File: config.mk
export PLATFORM = sky130hd
export DESIGN_NAME = decode_ctrl_stage
export DESIGN_NICKNAME = d
export VERILOG_FILES = /design/src/rtl/decode_ctrl_stage.sv
export SDC_FILE = /design/constraint.sdc
export NUM_CORES = 1
export LEC_CHECK = 0
export ABC_AREA = 1
export CELL_PAD_IN_SITES_DETAIL_PLACEMENT = 1
export CELL_PAD_IN_SITES_GLOBAL_PLACEMENT = 1
export CORE_MARGIN = 5
export CORE_UTILIZATION = 31
export CTS_CLUSTER_SIZE = 14
export DETAILED_ROUTE_END_ITERATION = 8
export PLACE_DENSITY_LB_ADDON = 0.1
export SLEW_MARGIN = 20
export SYNTH_ARGS = -nofsm -noshare
export SYNTH_HDL_FRONTEND = slang
export SYNTH_SLANG_ARGS = --single-unit
File: constraint.sdc
create_clock -name clk -period 3.2 [get_ports clk]
set_input_delay 0.64 -clock clk [delete_from_list [all_inputs] [get_ports clk]]
set_output_delay 0.64 -clock clk [all_outputs]
set_load 0.05 [all_outputs]
File: src/rtl/decode_ctrl_stage.sv
// decode_ctrl_stage: NUM_LANES-wide RV32I control decode held in one pipeline register (optional DECODE_ILLEGAL_TRAP_EN).
// Latency 1 cycle from accept to out_*, 1 bundle/cycle sustained while out_ready=1.
// Backpressure: in_ready drops while a held bundle waits on out_ready or while halted; out_* hold stable.
module decode_ctrl_stage #(
   parameter int NUM_LANES = 1,
   parameter int XLEN      = 32
) (
   input  logic                      clk,
   input  logic                      rst,
   input  logic                      flush,
   input  logic                      in_valid,
   output logic                      in_ready,
   input  logic [NUM_LANES-1:0]      in_lane_mask,
   input  logic [32*NUM_LANES-1:0]   in_instr,
   input  logic [XLEN-1:0]           in_pc,
   output logic                      out_valid,
   input  logic                      out_ready,
   output logic [NUM_LANES-1:0]      out_lane_mask,
   output logic [XLEN-1:0]           out_pc,
   output logic [NUM_LANES-1:0]      out_reg_write,
   output logic [NUM_LANES-1:0]      out_mem_read,
   output logic [NUM_LANES-1:0]      out_mem_write,
   output logic [NUM_LANES-1:0]      out_mem_to_reg,
   output logic [NUM_LANES-1:0]      out_branch,
   output logic [NUM_LANES-1:0]      out_jump,
   output logic [4*NUM_LANES-1:0]    out_imm_sel,
   output logic [XLEN*NUM_LANES-1:0] out_imm,
   output logic [NUM_LANES-1:0]      out_illegal
);

   localparam logic [3:0] SEL_REG   = 4'd0;
   localparam logic [3:0] SEL_I     = 4'd1;
   localparam logic [3:0] SEL_SHAMT = 4'd2;
   localparam logic [3:0] SEL_S     = 4'd3;
   localparam logic [3:0] SEL_B     = 4'd4;
   localparam logic [3:0] SEL_U     = 4'd5;
   localparam logic [3:0] SEL_J     = 4'd6;

   typedef struct packed {
      logic            reg_write;
      logic            mem_read;
      logic            mem_write;
      logic            mem_to_reg;
      logic            branch;
      logic            jump;
      logic [3:0]      sel;
      logic [XLEN-1:0] imm;
   } dec_t;

   typedef enum logic {RUN = 1'b0, HALT = 1'b1} state_t;

   state_t state;

   // Decode one instruction; illegal encodings come back all-zero with ill set.
   function automatic void decode_lane(input logic [31:0] ins, output dec_t d, output logic ill);
      logic [2:0] f3;
      logic [6:0] f7;
      f3  = ins[14:12];
      f7  = ins[31:25];
      d   = '0;
      ill = 1'b0;
      case (ins[6:0])
         7'b0110011: begin
            d.reg_write = 1'b1;
            d.sel       = SEL_REG;
         end
         7'b0010011: begin
            d.reg_write = 1'b1;
            if (f3 == 3'b001) begin
               d.sel = SEL_SHAMT;
               ill   = (f7 != 7'b0000000);
            end else if (f3 == 3'b101) begin
               d.sel = SEL_SHAMT;
               ill   = (f7 != 7'b0000000) && (f7 != 7'b0100000);
            end else begin
               d.sel = SEL_I;
            end
         end
         7'b0000011: begin
            d.reg_write  = 1'b1;
            d.mem_read   = 1'b1;
            d.mem_to_reg = 1'b1;
            d.sel        = SEL_I;
            ill          = (f3 == 3'b011) || (f3 == 3'b110) || (f3 == 3'b111);
         end
         7'b0100011: begin
            d.mem_write = 1'b1;
            d.sel       = SEL_S;
            ill         = (f3 >= 3'b011);
         end
         7'b1100011: begin
            d.branch = 1'b1;
            d.sel    = SEL_B;
            ill      = (f3 == 3'b010) || (f3 == 3'b011);
         end
         7'b1101111: begin
            d.reg_write = 1'b1;
            d.jump      = 1'b1;
            d.sel       = SEL_J;
         end
         7'b1100111: begin
            d.reg_write = 1'b1;
            d.jump      = 1'b1;
            d.sel       = SEL_I;
            ill         = (f3 != 3'b000);
         end
         7'b0110111, 7'b0010111: begin
            d.reg_write = 1'b1;
            d.sel       = SEL_U;
         end
         default: ill = 1'b1;
      endcase
      case (d.sel)
         SEL_I:     d.imm = XLEN'($signed(ins[31:20]));
         SEL_SHAMT: d.imm = XLEN'(ins[24:20]);
         SEL_S:     d.imm = XLEN'($signed({ins[31:25], ins[11:7]}));
         SEL_B:     d.imm = XLEN'($signed({ins[31], ins[7], ins[30:25], ins[11:8], 1'b0}));
         SEL_U:     d.imm = XLEN'($signed({ins[31:12], 12'h000}));
         SEL_J:     d.imm = XLEN'($signed({ins[31], ins[19:12], ins[20], ins[30:21], 1'b0}));
         default:   d.imm = '0;
      endcase
      if (ill) d = '0;
   endfunction

   logic [NUM_LANES-1:0]      nxt_mask, nxt_rw, nxt_mr, nxt_mw, nxt_m2r, nxt_br, nxt_j;
   logic [4*NUM_LANES-1:0]    nxt_sel;
   logic [XLEN*NUM_LANES-1:0] nxt_imm;
`ifdef DECODE_ILLEGAL_TRAP_EN
   logic [NUM_LANES-1:0]      nxt_ill;
`endif
   logic                      accept;

   // Per-lane decode of the offered bundle; masked-off and illegal lanes decode to zero.
   always_comb begin
      dec_t d;
      logic ill;
`ifdef DECODE_ILLEGAL_TRAP_EN
      logic seen;
      seen    = 1'b0;
      nxt_ill = '0;
`endif
      d        = '0;
      ill      = 1'b0;
      nxt_mask = '0;
      nxt_rw   = '0;
      nxt_mr   = '0;
      nxt_mw   = '0;
      nxt_m2r  = '0;
      nxt_br   = '0;
      nxt_j    = '0;
      nxt_sel  = '0;
      nxt_imm  = '0;
      for (int k = 0; k < NUM_LANES; k++) begin
         decode_lane(in_instr[32*k +: 32], d, ill);
         if (!in_lane_mask[k] || ill) d = '0;
         nxt_rw[k]  = d.reg_write;
         nxt_mr[k]  = d.mem_read;
         nxt_mw[k]  = d.mem_write;
         nxt_m2r[k] = d.mem_to_reg;
         nxt_br[k]  = d.branch;
         nxt_j[k]   = d.jump;
         nxt_sel[4*k +: 4]       = d.sel;
         nxt_imm[XLEN*k +: XLEN] = d.imm;
`ifdef DECODE_ILLEGAL_TRAP_EN
         // The first illegal lane stays visible; everything younger is killed.
         nxt_ill[k]  = in_lane_mask[k] && ill;
         nxt_mask[k] = in_lane_mask[k] && !seen;
         seen        = seen || nxt_ill[k];
`else
         nxt_mask[k] = in_lane_mask[k];
`endif
      end
   end

   assign in_ready = (state == RUN) && (!out_valid || out_ready);
   assign accept   = in_valid && in_ready;

   // Pipeline register plus RUN/HALT control; flush outranks any accept.
   always_ff @(posedge clk or posedge rst) begin
      if (rst) begin
         state          <= RUN;
         out_valid      <= 1'b0;
         out_lane_mask  <= '0;
         out_pc         <= '0;
         out_reg_write  <= '0;
         out_mem_read   <= '0;
         out_mem_write  <= '0;
         out_mem_to_reg <= '0;
         out_branch     <= '0;
         out_jump       <= '0;
         out_imm_sel    <= '0;
         out_imm        <= '0;
`ifdef DECODE_ILLEGAL_TRAP_EN
         out_illegal    <= '0;
`endif
      end else if (flush) begin
         state     <= RUN;
         out_valid <= 1'b0;
      end else if (accept) begin
         out_valid      <= 1'b1;
         out_lane_mask  <= nxt_mask;
         out_pc         <= in_pc;
         out_reg_write  <= nxt_rw;
         out_mem_read   <= nxt_mr;
         out_mem_write  <= nxt_mw;
         out_mem_to_reg <= nxt_m2r;
         out_branch     <= nxt_br;
         out_jump       <= nxt_j;
         out_imm_sel    <= nxt_sel;
         out_imm        <= nxt_imm;
`ifdef DECODE_ILLEGAL_TRAP_EN
         out_illegal    <= nxt_ill;
         if (|nxt_ill) state <= HALT;
`endif
      end else if (out_ready) begin
         out_valid <= 1'b0;
      end
   end

`ifndef DECODE_ILLEGAL_TRAP_EN
   assign out_illegal = '0;
`endif

endmodule
==> metrics.md, run 1 <==
| Metric | Value |
|---|---|
| Reg2Reg Setup Slack | 1160 ps |
| CORE AREA | 12100 µm² |
| Synth warn | 0 |
| RD Place Congestion | just over 0.9 |
| Crit. End Element | output port |
| Ys flop type | dfrtp_1 |
| Unrepaired setup endpoints after global routing | no |
| Remaining antenna violation count after routing | 0 |
| Final Skew | 7.56 ps |
| GR Overflow Total | 0 |
| Port Buffers | ~150 |
| CTS Buffer Depth | 2 |
| CTS clk-pin slew, worst paths | approximately 60 ps |
| Fmax | 369 MHz |
| P per Cell Area | 477 nW/µm² |
| # setup viols final | 0 |
| Status | complete, no violations |
| Minimum clock period | 2710 ps |
| Die Area | 14700 µm² |
| Reg-to-Reg Start | out_valid |
| Distinct cells, synth | 28 |
| Crit path launch type | input pin |
| CTS buffer count | 9 |
| Inserted Diodes | 0 |
| Layout cell share with drive strength beyond 1 | 0.0742 |
| Initial DRC count | 134 |
| PostCTS Resize Cnt | 0 |
| Leakage Power | 2.99 nW |
| Worst Hold Launch | out_pc[9] |
| Clk sink count | 74 |
| Min-Delay Path Class | reg2reg |
| Fin util | 0.475 |
| Post-synthesis cell count | 516 |
| Required @ worst endpoint | 2560 ps |
| Via count | 3839 |
| Area delta synth->final | 49.6% |
| Final count of pins violating max slew | 0 |
| Post-synthesis register bit count | 74 |
| Post-Route WL | 13.0 mm |
| Post-CTS Setup Inserts | 0 |
| Rel. slew slack | 0.484 |
| Seq/Total Area, Yosys | 0.483 |
| I/O pins | 148 |
| Fin. Hold Viols | 0 |
| Antenna violations before repair | 0 |
| Tcrit/Tclk final | 0.848 |
| Synth Cell Area | 3830 µm² |
| Drt wl/cell | approximately 16 µm |
| Root buf cell | clkbuf_16 |
| DR pass1 iterations | 4 |
| Starting Density | 0.318 |
| Skew-Pair Late Insertion Delay | 340 ps |
| CP max FO | 3 |
| Critical Path Start | out_ready |
| H-tree depth | 3 |
| Number of synthesized flops with an enable pin | 0 |
| Async S/R FF share, synth | 1.00 |
| Final setup TNS | 0 ps |
| Largest net degree at the start of global routing | 76 |
| Die width | ~120 µm |
| TritonCTS clock tree | done |
| All-layer global routing usage | 0.183 |
| First-pass GRT wire length | ~21 mm |
| Peak supply drop | 0.000189 V |
| Slew @ Worst Pin | 774 ps |
| Die Y | 121 µm |
| Vias in the first global route | roughly 4.2k |
| Nets | approximately 730 |
| DRC errors left | 0 |
| Hold buffer count at cts | 0 |
| Final worst slack | ~500 ps |
| Place WS | 326 ps |
| Syn_area_per_cell | 7.42 µm² |
| Critical Path AT | roughly 2100 ps |
| HPWL Detailed | 9.53 mm |
| Rows | 40 |
| Max_cap viols | 0 |
| Drt via density | 4.64 |
| Crit path kind | in2out |
-- synthesized netlist by cell type (2+ instances only) --
cell / n / area share
a21oi_1: 15 / 0.020
a31oi_1: 6 / 0.0098
buf_1: 3 / 0.0029
buf_2: 3 / 0.0039
buf_4: 5 / 0.0098
buf_6: 6 / 0.018
clkbuf_1: 12 / 0.012
dfrtp_1: 74 / 0.48
inv_1: 27 / 0.026
inv_2: 3 / 0.0029
nand2_1: 239 / 0.23
nand3_1: 48 / 0.063
nand4_1: 2 / 0.0033
nor2_1: 37 / 0.036
nor2_2: 2 / 0.0033
nor2_4: 3 / 0.0088
nor3_1: 2 / 0.0026
o21ai_0: 12 / 0.016
o21ai_2: 8 / 0.018
-- layout make-up --
type	count	area [µm²]
Clock buffer	11	233
Clock inverter	5	78.8
Fill cell	1487	6330
Inverter	30	114
Multi-Input combinational cell	384	1700
Sequential cell	74	1850
Tap cell	168	210
Timing Repair Buffer	156	1550
-- critical path, cell delays in order --
cell	delay, ps
clkdlybuf4s50_1	450
inv_1	40
nand2_1	110
clkdlybuf4s50_1	830
-- worst paths after layout --
kind / end / cells past startpoint
worst max-delay path: in_ready / 4
worst min-delay path: out_pc[9] / 2
worst max register to register: out_imm[4] / 9
worst min register to register: out_pc[9] / 2
max in group asynchronous: out_imm[3] / 3
min in group asynchronous: out_pc[26] / 2
-- report_power, final --
group | total [mW] | switching, mW | internal, mW
combinational | 0.626 | 0.402 | 0.224
sequential | 1.03 | 0.0320 | 0.998
clock | 1.08 | 0.395 | 0.682
total | 2.73 | 0.830 | 1.90
-- state kept, by name (all words and copies together), names as in the netlist --
name           cells
out_lane_mask      1
out_reg_write      1
out_pc            32
out_jump           1
out_imm_sel        3
out_mem_read       1
out_imm           32
out_valid          1
out_mem_write      1
out_branch         1
-- per-stage QoR --
stage | area [µm²] | std cells | hold WS [ps] | power [mW]
6_report | 5730 | 828 | 475 | 2.73
5_1_grt | 5730 | 828 | 497 | 2.86
4_1_cts | 5730 | 828 | 481 | 2.78
3_5_place_dp | 5420 | 812 | 465 | 1.68
3_3_place_gp | 5420 | 812 | 461 | 1.67
2_1_floorplan | 3830 | 517 | 703 | 1.40
-- kinds of logic (layout without fill, tap and decap cells) --
| group | after synthesis | count (layout) | share of synthesized area |
|---|---|---|---|
| other cells | 1 | 2 | 0.000979 |
| compound gates | 44 | 44 | 0.0709 |
| simple gates | 338 | 338 | 0.369 |
| buf+inv | 59 | 202 | 0.0754 |
| flops | 74 | 74 | 0.483 |
-- placed cells by master (no fill, tap or decap) --
cell / netlist / final
nand2_1: 239 / 238
clkdlybuf4s50_1: 0 / 145
dfrtp_1: 74 / 74
nand3_1: 48 / 48
nor2_1: 37 / 37
inv_1: 27 / 26
a21oi_1: 15 / 15
o21ai_0: 12 / 12
buf_4: 5 / 10
clkbuf_16: 0 / 9
o21ai_2: 8 / 8
a31oi_1: 6 / 6
inv_2: 3 / 3
nor2_4: 3 / 3
clkinv_2: 0 / 3
nand2_2: 1 / 2
nor2_2: 2 / 2
nor3_1: 2 / 2
nand4_1: 2 / 2
conb_1: 1 / 2
clkbuf_1: 12 / 2
bufinv_16: 0 / 2
o21ai_1: 1 / 1
nor3_4: 1 / 1
nand3_4: 1 / 1
nor2_8: 1 / 1
nand3_2: 1 / 1
a21boi_0: 1 / 1
a21oi_4: 1 / 1
clkinv_4: 0 / 1
buf_12: 0 / 1
-- per-layer routing --
layer	vias up	GRT usage	part of all wire
met5	-	0	0
met4	0	0.0616	0.015
met3	15	0.0368	0.054
met2	114	0.305	0.46
met1	1823	0.238	0.47
li1	1887	-	-
(Power assumes the default switching activity.)
==> run 2, diff against run 1 <==
- clock period: 3.2 -> 2.71 ns (I/O delays scaled with it)
==> metrics.md, run 2 (synthesis results as in run 1) <==
| Metric | Value |
|---|---|
| Rel. slew slack | 0.470 (was 0.484) |
| Area delta synth->final | 51.1% (was 49.6%) |
| Largest net degree at the start of global routing | 76 (unchanged) |
| Fmax | 449 MHz |
| RD Place Congestion | 0.851 (was 0.915) |
| Remaining antenna violation count after routing | 0 (unchanged) |
| Die width | 121 µm (unchanged) |
| Nets | 730 (was 725) |
| Unrepaired setup endpoints after global routing | no (unchanged) |
| GR Overflow Total | 0 (unchanged) |
| Required @ worst endpoint | 2930 ps (was 2560 ps) |
| Slew @ Worst Pin | 796 ps (was 774 ps) |
| H-tree depth | 3 (unchanged) |
| Inserted Diodes | 0 (unchanged) |
| Tcrit/Tclk final | 0.822 |
| Layout cell share with drive strength beyond 1 | 0.0827 (was 0.0742) |
| All-layer global routing usage | 0.180 (was 0.183) |
| Final Skew | 7.85 ps (was 7.56 ps) |
| Minimum clock period | 2230 ps |
| Final hold slack | 477 ps (was 475 ps) |
| Top Registers | out_imm (32), out_pc (32), out_imm_sel (3) (unchanged) |
| DRC errors left | 0 (unchanged) |
| Total Power | 3.22 mW (was 2.73 mW) |
| HPWL Detailed | 9.65 mm (was 9.53 mm) |
| Critical Path AT | 2450 ps (was 2070 ps) |
| Die Area | 14700 µm² (unchanged) |
| Min-Delay Path Class | reg2reg (unchanged) |
| CTS Buffer Depth | 2 (unchanged) |
| Post-CTS Setup Inserts | 0 (unchanged) |
| P per Cell Area | 557 nW/µm² (was 477 nW/µm²) |
| CTS clk-pin slew, worst paths | 60 ps (about the same) |
| First-pass GRT wire length | 21.2 mm (was 21.4 mm) |
| Final worst slack | 481 ps (was 487 ps) |
| Fin util | 0.480 (was 0.475) |
| Via count | 3882 (was 3839) |
| Antenna violations before repair | 0 (unchanged) |
| Port Buffers | 145 (unchanged) |
| Root buf cell | clkbuf_16 (unchanged) |
| Most frequent cells in the layout | nand2_1, clkdlybuf4s50_1, dfrtp_1, nand3_1, nor2_1 (unchanged) |
| I/O pins | 148 (unchanged) |
| Inst Count DP | 817 (was 812) |
| Die Y | 121 µm (unchanged) |
| Max_cap viols | 0 (unchanged) |
| DR pass1 iterations | 4 (unchanged) |
| Initial DRC count | 190 (was 134) |
| Filler Cell Count | 1491 (was 1487) |
| Drt wl/cell | 15.5 µm (was 15.7 µm) |
| Hold buffer count at cts | 0 (unchanged) |
| Crit path launch type | input pin (unchanged) |
| Final count of pins violating max slew | 0 (unchanged) |
| Area post-placement | 5480 µm² (was 5420 µm²) |
| Crit. End Element | register (was output port) |
| Starting Density | 0.318 (unchanged) |
| TritonCTS clock tree | done (unchanged) |
| Clk sink count | 74 (unchanged) |
| Final setup TNS | 0 ps (unchanged) |
| Drt via density | 4.66 (was 4.64) |
| Place WS | 136 ps (was 326 ps) |
| Rows | 40 (unchanged) |
| Commonest non-fill, non-tap cell in the layout | nand2_1 (unchanged) |
| CTS buffer count | 9 (unchanged) |
| Vias in the first global route | 4128 (was 4158) |
| Design area | 5790 µm² (was 5730 µm²) |
| Peak supply drop | 0.000325 V (was 0.000189 V) |
| Final Non-Filler Cells | 833 (was 828) |
| Leakage Power | 3.02 nW (was 2.99 nW) |
| PostCTS Resize Cnt | 0 (unchanged) |
| Fin. Hold Viols | 0 (unchanged) |
| # setup viols final | 0 (unchanged) |
| Crit path kind | in2reg (was in2out) |
| Status | complete, no violations (unchanged) |
| CP max FO | 20 (was 3) |
| CORE AREA | 12100 µm² (unchanged) |
| Post-Route WL | 12.9 mm (was 13.0 mm) |
| Skew-Pair Late Insertion Delay | 330 ps (was 340 ps) |
==> run 2: routing by layer <==
| layer | global-route usage | share of wire | vias up |
|---|---|---|---|
| li1 | - | - | 1900 |
| met1 | 0.244 | 0.47 | 1858 |
| met2 | 0.295 | 0.47 | 114 |
| met3 | 0.0350 | 0.052 | 10 |
| met4 | 0.0504 | 0.0081 | 0 |
| met5 | 0 | 0 | - |
==> run 2: power by group <==
group | leakage, nW | switching (mW) | total, mW | internal, mW
clock | 0.153 | 0.461 | 1.27 | 0.805
sequential | 0.980 | 0.0390 | 1.22 | 1.18
combinational | 1.89 | 0.475 | 0.740 | 0.265
total | 3.02 | 0.974 | 3.22 | 2.25
==> run 2: cell type report <==
| class | count | area [µm²] | share of cell area |
|---|---|---|---|
| clock buffers | 11 | 233 | 0.0402 |
| inverters | 30 | 114 | 0.0197 |
| flip-flops and latches | 74 | 1850 | 0.320 |
| clock inverters | 5 | 78.8 | 0.0136 |
| repair buffers | 161 | 1610 | 0.277 |
| well taps | 168 | 210 | 0.0363 |
| multi-input cells | 384 | 1700 | 0.293 |
==> run 2: critical path: stages <==
cell and delay, ps:
clkdlybuf4s50_1 480, inv_2 120, nand2_1 70, nor2_2 180, nand2_1 170, nand2_1 190
nor2_4 80, nand3_1 100, buf_4 250, nand2_1 100, nand3_1 90, nand2_1 50
==> run 2: final timing paths <==
kind | to | from | cells past startpoint | slack, ps
worst max-delay path | out_imm[22] | in_instr[3] | 12 | 480
worst min-delay path | out_pc[17] | out_pc[17] | 2 | 480
worst max register to register | out_imm[4] | out_valid | 10 | 860
worst min register to register | out_pc[17] | out_pc[17] | 2 | 480
max in group asynchronous | out_pc[17] | rst | 3 | 1530
min in group asynchronous | out_pc[26] | rst | 2 | 560
==> run 3, diff against run 2 <==
- clock period: 2.71 -> 2.2 ns (I/O delays scaled with it)
==> metrics.md, run 3 (synthesis results as in run 1) <==
| Metric | Value |
|---|---|
| Remaining antenna violation count after routing | 0 (unchanged) |
| Hold buffer count at cts | 0 (unchanged) |
| Min-Delay Path Class | reg2reg (unchanged) |
| Layout cell share with drive strength beyond 1 | 0.122 (was 0.0827) |
| First-pass GRT wire length | 21.8 mm (was 21.2 mm) |
| Port Buffers | 145 (unchanged) |
| Unrepaired setup endpoints after global routing | no (unchanged) |
| Antenna violations before repair | 0 (unchanged) |
| Rel. slew slack | 0.629 (was 0.470) |
| Top Registers | out_imm (32), out_pc (32), out_imm_sel (3) (unchanged) |
| Crit path launch type | input pin (unchanged) |
| CTS clk-pin slew, worst paths | 60 ps (about the same) |
| CP bufs+invs | 5 (was 3) |
| Skew-Pair Late Insertion Delay | 330 ps (about the same) |
| Crit path kind | in2reg (unchanged) |
| Via count | 3957 (was 3882) |
| Starting Density | 0.318 (unchanged) |
| CP max FO | 18 (was 20) |
| TritonCTS clock tree | done (unchanged) |
| I/O pins | 148 (unchanged) |
| Vias in the first global route | 4202 (was 4128) |
| Worst hold stages | 2 (unchanged) |
| Post-Route WL | 13.4 mm (was 12.9 mm) |
| Initial DRC count | 172 (was 190) |
| CTS Buffer Depth | 2 (unchanged) |
| Status | complete, no violations (unchanged) |
| Slew @ Worst Pin | 554 ps (was 796 ps) |
| Filler Cell Count | 1471 (was 1491) |
| Fin util | 0.503 (was 0.480) |
| HPWL Detailed | 10.3 mm (was 9.65 mm) |
| Die Y | 121 µm (unchanged) |
| R2R cell count | 11 (was 10) |
| Post-CTS Setup Inserts | 0 (unchanged) |
| Cell Chain, Critical Path | clkdlybuf4s50_1, inv_2, nand2_1, nor2_2, buf_4, nand2_2, inv_2, nor2_4, nand3_4, nor2_4, nor2_8, buf_12, nand3_1, nand2_1 (was clkdlybuf4s50_1, inv_2, nand2_1, nor2_2, nand2_1, nand2_1, nor2_4, nand3_1, buf_4, nand2_1, nand3_1, nand2_1) |
| Slowest stage cell on the critical path | clkdlybuf4s50_1 (unchanged) |
| Delay-heaviest family, CP | buffers and inverters (was simple AND/OR/NAND/NOR gates) |
| Peak supply drop | 0.000274 V (was 0.000325 V) |
| Most frequent cells in the layout | nand2_1, clkdlybuf4s50_1, dfrtp_1, nand3_1, buf_4 (was nand2_1, clkdlybuf4s50_1, dfrtp_1, nand3_1, nor2_1) |
| Crit. End Element | register (unchanged) |
| Area delta synth->final | 58.4% (was 51.1%) |
| Multi-input combinational cell area | 1700 µm² (unchanged) |
| Final count of pins violating max slew | 0 (unchanged) |
| Crit path largest cell delay | 550 ps (was 480 ps) |
| Leakage Power | 3.17 nW (was 3.02 nW) |
| Required @ worst endpoint | 2420 ps (was 2930 ps) |
| Nets | 759 (was 730) |
| Fin. Hold Viols | 0 (unchanged) |
| Max_cap viols | 0 (unchanged) |
| Minimum clock period | 2030 ps |
| P per Cell Area | 664 nW/µm² (was 557 nW/µm²) |
| H-tree depth | 3 (unchanged) |
| Reg-to-Reg Start | out_valid (unchanged) |
| DR pass1 iterations | 4 (unchanged) |
| Worst Hold Launch | out_pc[5] (was out_pc[17]) |
| Die width | 121 µm (unchanged) |
| Inserted Diodes | 0 (unchanged) |
| Largest net degree at the start of global routing | 49 (was 76) |
| RD Place Congestion | 0.898 (was 0.851) |
| CTS buffer count | 9 (unchanged) |
| Register area | 1850 µm² (unchanged) |
| # setup viols final | 0 (unchanged) |
| PostCTS Resize Cnt | 0 (unchanged) |
| Drt wl/cell | 15.5 µm (about the same) |
| DRC errors left | 0 (unchanged) |
| Root buf cell | clkbuf_16 (unchanged) |
| Fmax | 493 MHz |
| Commonest non-fill, non-tap cell in the layout | nand2_1 (unchanged) |
| Clk sink count | 74 (unchanged) |
| Total Power | 4.03 mW (was 3.22 mW) |
| CORE AREA | 12100 µm² (unchanged) |
| Critical Path AT | 2250 ps (was 2450 ps) |
| Drt via density | 4.59 (was 4.66) |
| Reg2Reg Setup Slack | 510 ps (was 860 ps) |
| Tcrit/Tclk final | 0.923 |
| All-layer global routing usage | 0.185 (was 0.180) |
| Worst flop-to-flop path endpoint | out_imm[4] (unchanged) |
| Rows | 40 (unchanged) |
| Final Skew | 4.35 ps (was 7.85 ps) |
| Final setup TNS | 0 ps (unchanged) |
| Hold endpoint | out_pc[5] (was out_pc[17]) |
| GR Overflow Total | 0 (unchanged) |
| Die Area | 14700 µm² (unchanged) |
[run 3: worst min-delay path: cells and delay by family (launching register included)]
kind / cells / cell delay [ps]
flops: 1 / 340
simple gates: 2 / 100
[run 3: final cells by class]
type | instances | area share
clock buffers | 10 | 0.0377
clock inverters | 6 | 0.0146
inverters | 30 | 0.0192
multi-input cells | 384 | 0.280
flip-flops and latches | 74 | 0.305
well taps | 168 | 0.0346
repair buffers | 190 | 0.309
[run 3: power breakdown]
| part | internal [mW] | total (mW) | leakage (nW) | switching (mW) |
|---|---|---|---|---|
| Combinational | 0.349 | 0.940 | 2.04 | 0.591 |
| Sequential | 1.45 | 1.50 | 0.980 | 0.0476 |
| Clock | 0.996 | 1.59 | 0.149 | 0.593 |
| Total | 2.80 | 4.03 | 3.17 | 1.23 |
[run 3: routing by layer]
metal  track usage  part of all wire  up-vias
met4        0.0644             0.020        0
met2         0.311              0.46      122
met5             0                 0        -
met1         0.235              0.45     1867
met3        0.0410             0.060       17
li1              -                 -     1951
[run 3: how the worst max path moves through the flow]
stage | cells after the start | to | startpoint | slack, ps
after floorplan | 10 | out_imm[29] | out_valid | 110
after global placement | 14 | out_imm[17] | in_instr[3] | -110
after detailed placement | 14 | out_imm[16] | in_instr[3] | -170
after CTS | 14 | out_imm[16] | in_instr[3] | 170
after global routing | 13 | out_imm[2] | in_instr[2] | 5
final | 14 | out_imm[16] | in_instr[3] | 170
[run 3: stage by stage]
stage | hold slack [ps] | std cells | area [µm²] | setup slack, ps
detailed placement | 464 | 846 | 5750 | -166
global placement | 461 | 846 | 5750 | -106
finish | 474 | 862 | 6070 | 170
floorplan | 503 | 517 | 3840 | 110
CTS | 480 | 862 | 6070 | 167
global route | 497 | 862 | 6070 | 4.69
